--- config.mk ---
export PLATFORM = sky130hd
export DESIGN_NAME = dot_line_framer
export DESIGN_NICKNAME = d
export VERILOG_FILES = /design/src/rtl/dot_line_framer.sv
export SDC_FILE = /design/constraint.sdc
export NUM_CORES = 1
export LEC_CHECK = 0
export CAP_MARGIN = 0
export CORE_MARGIN = 2
export CORE_UTILIZATION = 45
export DETAILED_ROUTE_END_ITERATION = 12
export GPL_ROUTABILITY_DRIVEN = 0
export PLACE_DENSITY = 0.72
export SYNTH_ARGS = -nofsm -noshare
export SYNTH_HDL_FRONTEND = slang
export SYNTH_SLANG_ARGS = --single-unit
--- constraint.sdc ---
create_clock -name clk -period 3.3 [get_ports clk]
set_input_delay 0.66 -clock clk [delete_from_list [all_inputs] [get_ports clk]]
set_output_delay 0.66 -clock clk [all_outputs]
set_load 0.05 [all_outputs]
--- src/rtl/dot_line_framer.sv ---
// Serialises one HEAD_WIDTH-bit dot line per handshake into a byte-wide frame: sync, sequence, [dot count], dots.
// Define DOT_LINE_DOT_COUNT_EN to insert a 16-bit popcount (CNT_HI, CNT_LO) between the sequence byte and the dots.
module dot_line_framer #(
    parameter int         HEAD_WIDTH = 384,
    parameter logic [7:0] SYNC_BYTE  = 8'hA5
) (
    input  logic                  clk,
    input  logic                  reset,
    input  logic                  in_valid,
    output logic                  in_ready,
    input  logic [HEAD_WIDTH-1:0] in_data,
    output logic                  out_valid,
    input  logic                  out_ready,
    output logic [7:0]            out_data,
    output logic                  out_last,
    output logic                  busy
);
    localparam int         NUM_BYTES = HEAD_WIDTH / 8;
    localparam logic [15:0] LAST_IDX = 16'(NUM_BYTES - 1);

`ifdef DOT_LINE_DOT_COUNT_EN
    typedef enum logic [2:0] {IDLE, SYNC, SEQ, CNT_HI, CNT_LO, DATA} state_t;
`else
    typedef enum logic [2:0] {IDLE, SYNC, SEQ, DATA} state_t;
`endif

    state_t                  state_reg, state_next;
    logic [HEAD_WIDTH-1:0]   line_reg, line_next;
    logic [7:0]              seq_reg, seq_next;
    logic [15:0]             byte_cnt_reg, byte_cnt_next;
    logic                    out_valid_reg, out_valid_next;
    logic [7:0]              out_data_reg, out_data_next;
    logic                    out_last_reg, out_last_next;
    logic                    advance;
    logic                    load_data;

`ifdef DOT_LINE_DOT_COUNT_EN
    logic [15:0] count_reg, count_next;
    logic [15:0] popcount;

    always_comb begin
        popcount = '0;
        for (int i = 0; i < HEAD_WIDTH; i++) begin
            popcount = popcount + 16'(in_data[i]);
        end
    end
`endif

    assign advance = out_valid_reg && out_ready;

    always_comb begin
        state_next     = state_reg;
        line_next      = line_reg;
        seq_next       = seq_reg;
        byte_cnt_next  = byte_cnt_reg;
        out_valid_next = out_valid_reg;
        out_data_next  = out_data_reg;
        out_last_next  = out_last_reg;
        load_data      = 1'b0;
`ifdef DOT_LINE_DOT_COUNT_EN
        count_next     = count_reg;
`endif
        case (state_reg)
            IDLE: begin
                if (in_valid) begin
                    state_next     = SYNC;
                    line_next      = in_data;
                    out_valid_next = 1'b1;
                    out_data_next  = SYNC_BYTE;
`ifdef DOT_LINE_DOT_COUNT_EN
                    count_next     = popcount;
`endif
                end
            end
            SYNC: begin
                if (advance) begin
                    state_next    = SEQ;
                    out_data_next = seq_reg;
                end
            end
            SEQ: begin
                if (advance) begin
`ifdef DOT_LINE_DOT_COUNT_EN
                    state_next    = CNT_HI;
                    out_data_next = count_reg[15:8];
`else
                    load_data     = 1'b1;
`endif
                end
            end
`ifdef DOT_LINE_DOT_COUNT_EN
            CNT_HI: begin
                if (advance) begin
                    state_next    = CNT_LO;
                    out_data_next = count_reg[7:0];
                end
            end
            CNT_LO: begin
                if (advance) begin
                    load_data = 1'b1;
                end
            end
`endif
            DATA: begin
                if (advance) begin
                    if (byte_cnt_reg == LAST_IDX) begin
                        state_next     = IDLE;
                        out_valid_next = 1'b0;
                        out_last_next  = 1'b0;
                        out_data_next  = 8'h00;
                        seq_next       = seq_reg + 8'd1;
                    end else begin
                        out_data_next  = line_reg[HEAD_WIDTH-1 -: 8];
                        line_next      = line_reg << 8;
                        byte_cnt_next  = byte_cnt_reg + 16'd1;
                        out_last_next  = ((byte_cnt_reg + 16'd1) == LAST_IDX);
                    end
                end
            end
            default: state_next = IDLE;
        endcase

        // First dot byte comes off the top of the line; the register then shifts up.
        if (load_data) begin
            state_next    = DATA;
            out_data_next = line_reg[HEAD_WIDTH-1 -: 8];
            line_next     = line_reg << 8;
            byte_cnt_next = 16'd0;
            out_last_next = (LAST_IDX == 16'd0);
        end
    end

    always_ff @(posedge clk or negedge reset) begin
        if (!reset) begin
            state_reg     <= IDLE;
            line_reg      <= '0;
            seq_reg       <= 8'h00;
            byte_cnt_reg  <= 16'd0;
            out_valid_reg <= 1'b0;
            out_data_reg  <= 8'h00;
            out_last_reg  <= 1'b0;
`ifdef DOT_LINE_DOT_COUNT_EN
            count_reg     <= 16'd0;
`endif
        end else begin
            state_reg     <= state_next;
            line_reg      <= line_next;
            seq_reg       <= seq_next;
            byte_cnt_reg  <= byte_cnt_next;
            out_valid_reg <= out_valid_next;
            out_data_reg  <= out_data_next;
            out_last_reg  <= out_last_next;
`ifdef DOT_LINE_DOT_COUNT_EN
            count_reg     <= count_next;
`endif
        end
    end

    assign in_ready  = (state_reg == IDLE);
    assign busy      = (state_reg != IDLE);
    assign out_valid = out_valid_reg;
    assign out_data  = out_data_reg;
    assign out_last  = out_last_reg;
endmodule

### Yosys cells after proc, flatten, opt, wreduce, memory -nomap -nowiden

Cells that the tools add are included.

| storage, ports and cells | value |
|---|---|
| flip-flop bits (word level) | 421 |
| input bits | 388 |

| operators by class | value |
|---|---|
| mux-type cells | 31 |
| eq/ne operators | 15 |
| reductions and logical operators | 15 |
| $add $sub $neg | 2 |

Operator list:

| operator | count |
|---|---|
| two-way mux 384 bit | 4 |
| one-hot mux 384 bit (2 select lines) | 1 |
| two-way mux 16 bit | 4 |
| two-way mux 8 bit | 5 |
| equality test 16 x 6 -> 1 bit, second input constant | 2 |
| one-hot mux 8 bit (3 select lines) | 1 |
| adder 16 x 1 -> 16 bit, second input constant | 1 |
| two-way mux 3 bit | 5 |
| inequality test 3 bit, second input constant | 4 |
| one-hot mux 3 bit (4 select lines) | 1 |
| AND reduction 4 bit | 3 |
| inequality test 2 bit, second input constant | 5 |
| two-way mux 1 bit | 9 |
| adder 8 x 1 -> 8 bit, second input constant | 1 |
| equality test 3 x 2 -> 1 bit, second input constant | 2 |
| AND reduction 3 bit | 2 |
| nonzero test 2 bit | 3 |
| nonzero test 3 bit | 2 |
| AND reduction 5 bit | 1 |
| nonzero test 4 bit | 1 |
| equality test 3 x 1 -> 1 bit, second input constant | 1 |
| zero test 3 bit | 1 |
| inequality test 3 x 2 -> 1 bit, second input constant | 1 |
| one-hot mux 1 bit (2 select lines) | 1 |
| 2 further kinds | 2 |

### Logic depth before layout (Yosys ltp)

| logic depth | value |
|---|---|
| depth in word-level cells | 6 |
| depth in mapped cells | 11 |
| depth with buffers taken out | 7 |

### Least setup slack after synthesis

Ideal clock, no wire load.

| timing | value |
|---|---|
| path kind | reg-to-output |
| from | reg state_reg[0] |
| to | out busy |
| data required time | 2,640 ps |
| cell stages (with the launch flop) | 4 |
| arrival | 1,788 ps |
| setup slack | 852 ps |
| cell sequence | dfrtp_1 -> clkbuf_1 -> nor2_1 -> inv_1 |

| between the ends | value |
|---|---|
| longest elaborated chain between the ends | 1 |

Ends and longest elaborated chain:

| item | line | RTL |
|---|---|---|
| start: declaration | 27 | `state_t state_reg, state_next;` |
| start signal: assignment | 146 | `state_reg <= state_next;` |
| nonzero test 3 bit | 160 | `assign busy = (state_reg != IDLE);` |
| end: declaration | 16 | `output logic busy` |

No other way between the ends.

### Worst setup path after layout

| timing | value |
|---|---|
| from | reg state_reg[1] |
| to | out in_ready |

| between the ends | value |
|---|---|
| longest elaborated chain between the ends | 1 |

Ends and longest elaborated chain:

| item | line | RTL |
|---|---|---|
| zero test 3 bit | 159 | `assign in_ready = (state_reg == IDLE);` |
| end: declaration | 10 | `output logic in_ready,` |

No other way between the ends.

==> flow_metrics.env <==
export IMPL_r2r_cells=8
export IMPL_grt_use_total_pct=22.16
export IMPL_pwr_share_seq_pct=39.3
export IMPL_grt_pass1_wl_um=78830
export IMPL_synth_top_family_by_area="multiplexers"
export IMPL_dp_hpwl_um=35310
export IMPL_fmax_mhz=352.2
export IMPL_rows=76
export IMPL_synthSimpleGateAreaFrac_pct=10.03
export IMPL_synth_edf_count=0
export IMPL_holdWs_ns=0.1005
export IMPL_cellPowerDensity_nw_per_um2=873.4
export IMPL_synthDistinctLibCells=38
export IMPL_finalHoldViolCount=0
export IMPL_setup_viol=0
export IMPL_post_synth_mux_area_share_pct=19.60
export IMPL_ys_warn_count=0
export IMPL_synth_nets=2284
export IMPL_fin_crit_ns=2.839
export IMPL_slew_viol_final=0
export IMPL_post_cts_setup_buffer_count=0
export IMPL_clk_pin_slew_worst_paths_ns=0.06
export IMPL_cts_sinks=420
export IMPL_grt_setup_unrepaired="false"
export IMPL_drt_pass1_iter_count=5
export IMPL_drt_iter0_drc=1275
export IMPL_slew_headroom_pct=40.83
export IMPL_clockBufferDepth=3
export IMPL_die_y_um=212.1
export IMPL_synth_cells=1893
export IMPL_outcome="completed"
export IMPL_combPwrFrac_pct=36.9
export IMPL_cts_resized=0
export IMPL_max_stage_delay_ns=0.82
export IMPL_cp_max_fo=7
export IMPL_wl_um=49650
export IMPL_ant_nets=0
export IMPL_fin_worst_skew_ns=0.03157
export IMPL_die_w_um=212.1
export IMPL_critPathArrivalTime_ns=2.18
export IMPL_final_cells=2872
export IMPL_drive_gt1_share_pct=5.872
export IMPL_largest_reg_flops=384
export IMPL_switching_share_pct=35.96
export IMPL_hold_class="primary input to asynchronous set/reset pin"
export IMPL_start_kind="flip-flop"
export IMPL_synthToLayoutAreaGrowth_pct=32.06
export IMPL_p_leak_nw=12.68
export IMPL_io_buffers=399
export IMPL_crit_slowest_cell="clkdlybuf4s50_1"
export IMPL_layout_nets=2638
export IMPL_drcViolationCount=0
export IMPL_initial_utilization_pct=45.43
export IMPL_fin_crit_sh_pct=86.03
export IMPL_synthAdderAreaFrac_pct=0.1927
export IMPL_yosysTopAreaCell="dfrtp_1"
export IMPL_drt_wirelength_per_cell_um=17.29
export IMPL_crit_family="buffers and inverters"
export IMPL_synth_area_um2=19480
export IMPL_setup_tns_ns=0
export IMPL_cts_tree="yes"
export IMPL_root_buffer="clkbuf_16"
export IMPL_synth_compound_area_share_pct=11.77
export IMPL_die_area_um2=44970
export IMPL_grt_pass1_vias=15030
export IMPL_ys_ff_latch=420
export IMPL_synth_async_sr_flop_share_pct=100.0
export IMPL_synth_xor_area_share_pct=0.4945
export IMPL_vdd_drop_max_uv=493.0
export IMPL_num_vias=14670
export IMPL_yosysSeqAreaShare_pct=53.95
export IMPL_ios=400
export IMPL_clock_latency_ns=0.58
export IMPL_h_tree_depth=2
export IMPL_ctsHoldBuffers=0
export IMPL_max_cap_violations=0
export IMPL_syn_avg_cell_area_um2=10.29
export IMPL_grt_max_degree=96
export IMPL_reg2reg_to="line_reg[253]$_DFFE_PN0P_"
export IMPL_timing_rr_start="byte_cnt_reg[6]$_DFFE_PN0P_"
export IMPL_cp_required_ns=2.64
export IMPL_clkPwrFrac_pct=23.9
export IMPL_worstPathBufferInverterCount=2
export IMPL_cp_end_kind="output pin"
export IMPL_numCtsBuffers=46
export IMPL_ff2ff_setup_slack_ns=0.51
export IMPL_internal_power_w=0.01439
export IMPL_synth_top_area_share_pct=53.95
export IMPL_nFillCells=3596
export IMPL_netlist_top_cells_area="dfrtp_1, mux2i_1, nand2_1"
export IMPL_grt_ovfl_total=0
export IMPL_antenna_found_initial=9
export IMPL_cp_cell_sequence="nor2_1 > buf_4 > clkdlybuf4s50_1"
export IMPL_dp_cells=2784
export IMPL_ys_flop_type="dfrtp_1"
export IMPL_worst_pin_slew_ns=0.8800
export IMPL_placed_area_um2=24130
export IMPL_power_switching_w=0.008079
export IMPL_fin_area_um2=25730
export IMPL_routed_via_density=5.108
export IMPL_crit_type="flip-flop to output pin"
export IMPL_core_area_um2=42890
cell families after synthesis:
logic type | Yosys count
AO/OA/AOI/OAI | 446
multiplexers | 381
AND/OR/NAND/NOR | 487
XOR/XNOR | 11
buffers and inverters | 145
adder cells (fa/ha/maj) | 3
flip-flops | 420
cells in the final DEF, fill, tap and decap left out, drive strengths merged, types with 2 or more instances in the layout:
| cell | n |
|---|---|
| clkbuf | 61 |
| dfrtp | 420 |
| buf | 47 |
| bufinv | 5 |
| mux2i | 378 |
| clkinv | 16 |
| and2 | 2 |
| nand2 | 420 |
| diode | 5 |
| nand3 | 7 |
| ha | 3 |
| and4 | 3 |
| mux2 | 3 |
| nand4 | 10 |
| xor2 | 5 |
| nor2b | 3 |
| nor2 | 27 |
| xnor2 | 6 |
| o31ai | 11 |
| o21ai | 410 |
| o41ai | 2 |
| and3 | 8 |
| clkdlybuf4s50 | 398 |
| a31oi | 5 |
| inv | 6 |
| a21oi | 12 |
| a22oi | 4 |
worst register-to-register path, stage by stage (launching register included):
cell,delay (ns)
dfrtp_1,0.48
nor3b_1,0.44
nand4_1,0.24
o31a_1,0.40
a21oi_4,0.25
buf_12,0.24
buf_4,0.41
nand2_1,0.13
o21ai_1,0.11
synthesized netlist by cell type (2+ instances only):
master,instances
clkbuf_1,73
a22oi_1,4
buf_6,21
o41ai_1,2
nand2_1,420
a21oi_1,11
nor2b_1,3
buf_2,28
buf_1,14
and3_1,8
xnor2_1,6
inv_1,6
nand3_1,7
and2_1,2
o21ai_1,203
nor2_1,27
nand4_1,10
ha_1,3
mux2_2,3
buf_12,2
dfrtp_1,420
o21ai_0,207
mux2i_1,378
and4_1,3
xor2_1,5
o31ai_1,11
a31oi_1,5
power by group through the flow:
stage | sequential (W) | combinational [W] | clock, W
global placement | 0.00882 | 0.00806 | 0
detailed placement | 0.00891 | 0.00833 | 0
global route | 0.00911 | 0.00930 | 0.00570
floorplan | 0.00859 | 0.00626 | 0
finish | 0.00882 | 0.00829 | 0.00536
CTS | 0.00884 | 0.00839 | 0.00548
layer usage:
layer	routed length, um	up-vias	share of wire [%]	global-route usage [%]
met3	3517	81	7.1	5.775
met1	21030	6969	42	28.51
met2	23840	349	48	36.78
met5	66	-	0.13	0
met4	1197	10	2.4	6.678
li1	-	7260	-	-
metrics by stage:
stage | utilization (%) | setup slack (ns) | total power (W)
6_report | 59.99 | 0.4609 | 0.02247
5_1_grt | 59.97 | 0.2271 | 0.02411
4_1_cts | 59.96 | 0.4321 | 0.02271
3_5_place_dp | 56.26 | 0.4590 | 0.01724
3_3_place_gp | 56.26 | 0.5546 | 0.01688
2_1_floorplan | - | 0.8516 | 0.01485
worst max path at each step:
stage                           startpoint                        end  slack [ns]  cells past startpoint
2_1_floorplan     state_reg[0]$_DFFE_PN0P_                       busy        0.85                      3
3_3_place_gp                     out_ready     seq_reg[5]$_DFFE_PN0P_        0.55                      7
3_5_place_dp                     out_ready     seq_reg[5]$_DFFE_PN0P_        0.46                      7
4_1_cts           state_reg[1]$_DFFE_PN0P_                   in_ready        0.43                      3
5_1_grt        byte_cnt_reg[0]$_DFFE_PN0P_  line_reg[149]$_DFFE_PN0P_        0.23                      9
6_report          state_reg[1]$_DFFE_PN0P_                   in_ready        0.46                      3
area by class of cell:
type                       count  area (um2)  area share, %
multi-input combinational   1328        8217          31.94
antenna                        5       12.51        0.04864
inverter                       6       22.52        0.08754
clock buffer                  61        1328          5.160
sequential                   420       10510          40.85
timing repair buffer         445        4644          18.05
tap                          585       732.0          2.845
clock inverter                22       260.3          1.012
(Power assumes the default switching activity.)
